[src/rtl/imem_pkg.sv]
// -----------------------------------------------------------------------------
// imem_pkg
// Shared constants for the instruction memory: word width, word-address
// width, ROM depth and the program image. The image holds only the words
// that are actually used. The zero-filled tail up to the full depth is built
// inside imem from the depth constant.
// -----------------------------------------------------------------------------
package imem_pkg;

   localparam int IMEM_N        = 32;
   localparam int IMEM_ADDR_W   = 6;
   localparam int IMEM_DEPTH    = 2 ** IMEM_ADDR_W;
   localparam int IMEM_PROG_LEN = 47;

   typedef logic [IMEM_N-1:0] imem_word_t;

   // Program image, word addresses 0x00..0x2E.
   localparam imem_word_t IMEM_PROG [IMEM_PROG_LEN] = '{
      32'hf8000001, 32'hf8008002, 32'hf8000203, 32'h8b050083,
      32'hf8018003, 32'hcb050083, 32'hf8020003, 32'hcb0a03e4,
      32'hf8028004, 32'h8b040064, 32'hf8030004, 32'hcb030025,
      32'hf8038005, 32'h8a1f0145, 32'hf8040005, 32'h8a030145,
      32'hf8048005, 32'h8a140294, 32'hf8050014, 32'haa1f0166,
      32'hf8058006, 32'haa030166, 32'hf8060006, 32'hf840000c,
      32'h8b1f0187, 32'hf8068007, 32'hf807000c, 32'h8b0e01bf,
      32'hf807801f, 32'hb4000040, 32'hf8080015, 32'hf8088015,
      32'h8b0103e2, 32'hcb010042, 32'h8b0103f8, 32'hf8090018,
      32'h8b080000, 32'hb4ffff82, 32'hf809001e, 32'h8b1e03de,
      32'hcb1503f5, 32'h8b1403de, 32'hf85f83d9, 32'h8b1e03de,
      32'h8b1003de, 32'hf81f83d9, 32'hb400001f
   };

endpackage : imem_pkg

[src/rtl/imem.sv]
// -----------------------------------------------------------------------------
// imem
// Read-only instruction memory of 2**ADDR_W words of N bits. The contents are
// fixed at elaboration and there is no write path. A read returns one
// registered word with one cycle of latency.
//
// Ports
//   clk   : single clock, rising edge active
//   reset : synchronous, active-high; zeroes q and takes priority over reads
//   addr  : word address (entry index, not a byte address)
//   q     : registered instruction word
// -----------------------------------------------------------------------------
module imem
   import imem_pkg::*;
#(
   parameter int N      = IMEM_N,
   parameter int ADDR_W = IMEM_ADDR_W
) (
   input  logic              clk,
   input  logic              reset,
   input  logic [ADDR_W-1:0] addr,
   output logic [N-1:0]      q
);

   localparam int DEPTH = 2 ** ADDR_W;

   logic [N-1:0] rom_s [DEPTH];
   logic [N-1:0] q_r;

   // The program image fills the low entries. Every entry above it is
   // generated as zero from the depth constant.
   for (genvar i = 0; i < DEPTH; i++) begin : g_rom
      if (i < IMEM_PROG_LEN) begin : g_prog
         assign rom_s[i] = N'(IMEM_PROG[i]);
      end else begin : g_zero
         assign rom_s[i] = {N{1'b0}};
      end
   end

   // Output register: reset wins, otherwise load the addressed word.
   always_ff @(posedge clk) begin
      if (reset) begin
         q_r <= {N{1'b0}};
      end else begin
         q_r <= rom_s[addr];
      end
   end

   assign q = q_r;

endmodule : imem

[config.mk]
export PLATFORM = sky130hd
export DESIGN_NAME = imem
export DESIGN_NICKNAME = d
export VERILOG_FILES = /design/src/rtl/imem_pkg.sv /design/src/rtl/imem.sv
export SDC_FILE = /design/constraint.sdc
export NUM_CORES = 1
export LEC_CHECK = 0
export ABC_AREA = 1
export CAP_MARGIN = 5
export CORE_MARGIN = 4
export CORE_UTILIZATION = 45
export DETAILED_ROUTE_END_ITERATION = 10
export HOLD_SLACK_MARGIN = 0.06
export PLACE_DENSITY = 0.72
export SLEW_MARGIN = 25
export SYNTH_ARGS = -nofsm -noshare
export SYNTH_HDL_FRONTEND = slang
export SYNTH_SLANG_ARGS = --single-unit
[constraint.sdc]
create_clock -name clk -period 1.8 [get_ports clk]
set_input_delay 0.36 -clock clk [delete_from_list [all_inputs] [get_ports clk]]
set_output_delay 0.36 -clock clk [all_outputs]
set_load 0.1 [all_outputs]
==> flow_summary.ini, run 1 <==
[grt]
first_global_vias = 2285
overflow = 0
global_route.usage.met1_pct = 31.82
number_of_antenna_violations_at_the_first_check_in_global_routing = 0
grt.met3_usage_pct = 2.342
maximum_number_of_pins_on_one_net_before_global_route_repair = 31
wire_length_of_the_first_global_routing_pass_um = 10620
grt_busiest_layer = met2
globalRouteTotalUtil_pct = 25.63
grt_use_met2_pct = 44.49

[synthesis]
synth.yosys.seq_area_share_pct = 27.39
synthTopCellsByArea = sky130_fd_sc_hd__dfxtp_1 (27%), sky130_fd_sc_hd__nand2_1 (21%), sky130_fd_sc_hd__nand3_1 (11%), sky130_fd_sc_hd__ha_1 (7.9%), sky130_fd_sc_hd__a21oi_1 (5.3%)
ys_ff_latch = 26
synth_top_area_share_pct = 27.39
synth_top_area_cell = sky130_fd_sc_hd__dfxtp_1
postSynth.asyncResetShare_pct = 0
yosys_warnings = 0
synthMostInstantiatedCell = sky130_fd_sc_hd__nand2_1
synth_nets = 330
synth-edff-count = 0
netlist_top_cells_count = sky130_fd_sc_hd__nand2_1 (105), sky130_fd_sc_hd__nand3_1 (40), sky130_fd_sc_hd__dfxtp_1 (26), sky130_fd_sc_hd__inv_1 (24)
syn-cell-area_um2 = 1901
syn_inst = 310
synth.avg_cell_area_um2 = 6.131
synth-main-ff-cell = sky130_fd_sc_hd__dfxtp_1
synth.distinct_cells = 23

[clock_network]
post_cts.repair.setup_buffers = 0
cts_inserted_buffers = 3
numClockSinks = 26
clk_pin_slew_ns = 0.10
post_cts_hold_buffer_count = 0
clock_tree.buffer_depth = 2
htree_num_levels = 1
tritoncts = built
clock-root-buffer = sky130_fd_sc_hd__clkbuf_8

[route]
routed_wl_um = 6548
via_per_inst = 5.471
firstDrtPassIters = 5
vias = 2347
route.detailed.drc = 0
drt_iter0_markers = 170
wl_per_cell_um = 15.26
ant_nets = 0

[place]
portBuffers = 39
dp.cells = 425
gpl.final_weighted_congestion = 0.9720
preCtsSetupSlack_ns = -0.3203
detailedPlacementHpwl_um = 5211

[cells_and_area]
layoutNonFillerInstCount = 429
number_of_flip_flops_in_the_largest_register = 26
layout-drive-gt1-share_pct = 27.97
final_nets = 400
area_delta_synth_final_pct = 58.92
antenna_cells_inserted = 0
postLayoutCoreUtil_pct = 74.97

[die]
die_width_um = 72.99
initial_utilization_pct = 47.17
ioPinCount = 40
die-height_um = 72.99
core_area_um2 = 4029
die_area_um2 = 5328
rows = 23

[timing]
max_clock_freq_mhz = 576.3
fin_ws_ns = 0.06469
setup_viol = 0
min_period_ns = 1.735
max_slew.worst_pin.slew_ns = 0.3528
report.final.hold_viol_count = 0
final.setup.tns_ns = 0
maxSlewViolCount = 0
worst_max_slew_margin_expressed_relative_to_the_limit_pct = 76.53
layout_worst_path_cycle_share_pct = 96.41
grt_setup_unrepaired = no

[critical_path]
arrival_time_worst_endpoint_ns = 1.95
critical_path_peak_fanout = 6
ordered_cell_list_for_the_critical_path = clkdlybuf4s50_1, buf_4, ha_1, nand2_2, nand2_1, nand3_1, nand3_1, nand2_1, a21oi_1
timing.critical_path.to_type = register
slowest_stage = sky130_fd_sc_hd__clkdlybuf4s50_1
timing.critical_path.required_ns = 2.01
critical_path.max_stage_delay_ns = 0.52
timing.setup.critical_path_class = in2reg
start_kind = primary input

[pwr]
ir_drop_mv = 0.3874
power_leakage_uw = 0.001485
power-per-cell-area_nw_per_um2 = 627.1

[hold_path]
hold_path.class = in2reg

[status]
run_status = finished, final reports clean

[job]
max_cap_viol_count = 0
## layer usage
| layer | vias up | wire length (µm) |
|---|---|---|
| li1 | 1138 | - |
| met4 | 0 | 179 |
| met3 | 19 | 531 |
| met2 | 123 | 3153 |
| met5 | - | 0 |
| met1 | 1067 | 2684 |
## final timing paths
path	from	endpoint	slack [ns]	depth (start not counted)
setup / recovery	addr[1]	q[5]	0.06	9
hold / removal	addr[0]	q[25]	0.79	6
## power by group
group | total (µW) | switching, µW | internal, µW
combinational | 863 | 546 | 316
sequential | 642 | 30.2 | 612
clock | 389 | 193 | 196
total | 1890 | 770 | 1120
## area by class of cell
| class | count | area [µm²] |
|---|---|---|
| inverter | 31 | 116.4 |
| multi-input combinational | 233 | 1177 |
| clock buffer | 4 | 55.05 |
| fill | 318 | 1008 |
| tap | 50 | 62.56 |
| timing repair buffer | 85 | 1087 |
| sequential | 26 | 521.8 |
## per-stage QoR
stage | total power (µW) | hold WS, ns | instance area (µm²)
floorplan | 1149 | 0.4559 | 1902
global placement | 1492 | 0.8256 | 2919
detailed placement | 1498 | 0.8267 | 2919
CTS | 1879 | 0.7929 | 2979
global route | 1972 | 0.8074 | 3020
finish | 1894 | 0.7860 | 3020
## cells in the final DEF (no fill, tap or decap), drive strengths merged
| cell | n |
|---|---|
| clkinv | 1 |
| nor3 | 2 |
| inv | 30 |
| buf | 78 |
| clkdlybuf4s50 | 6 |
| clkbuf | 4 |
| o211ai | 6 |
| nand3 | 40 |
| dlymetal6s2s | 1 |
| nand4 | 4 |
| o21ai | 16 |
| a21oi | 21 |
| nand2 | 108 |
| dfxtp | 26 |
| nor2 | 22 |
| ha | 12 |
| a31oi | 2 |
## worst max-delay path: cells and delay by family
family / cells / cell delay [ns]
simple gates: 5 / 0.57
fa+ha+maj: 1 / 0.21
buf+inv: 2 / 0.68
compound gates: 1 / 0.12
## logic make-up after synthesis
group,Yosys count,synth area share (%)
AO/OA/AOI/OAI,45,12.97
flip-flops,26,27.39
AND/OR/NAND/NOR,176,38.97
buffers and inverters,51,12.77
adder cells (fa/ha/maj),12,7.900
## repair_timing
item | 4_1_cts | 5_1_grt
gates resized for setup | 1 | 16
pin swaps | 0 | 1
endpoints found under the setup margin | 1 | 20
No activity file was read; power rests on OpenSTA's default activity.
==> inputs of run 2 (changes only) <==
--- a/config.mk
+++ b/config.mk
@@ -9,6 +9,7 @@
 export CAP_MARGIN = 5
 export CORE_MARGIN = 4
 export CORE_UTILIZATION = 45
+export CTS_CLUSTER_DIAMETER = 40
 export DETAILED_ROUTE_END_ITERATION = 10
 export HOLD_SLACK_MARGIN = 0.06
 export PLACE_DENSITY = 0.72
==> results of run 2 <==
Same layout as run 1: the final DEF is identical, and so are final timing and power.
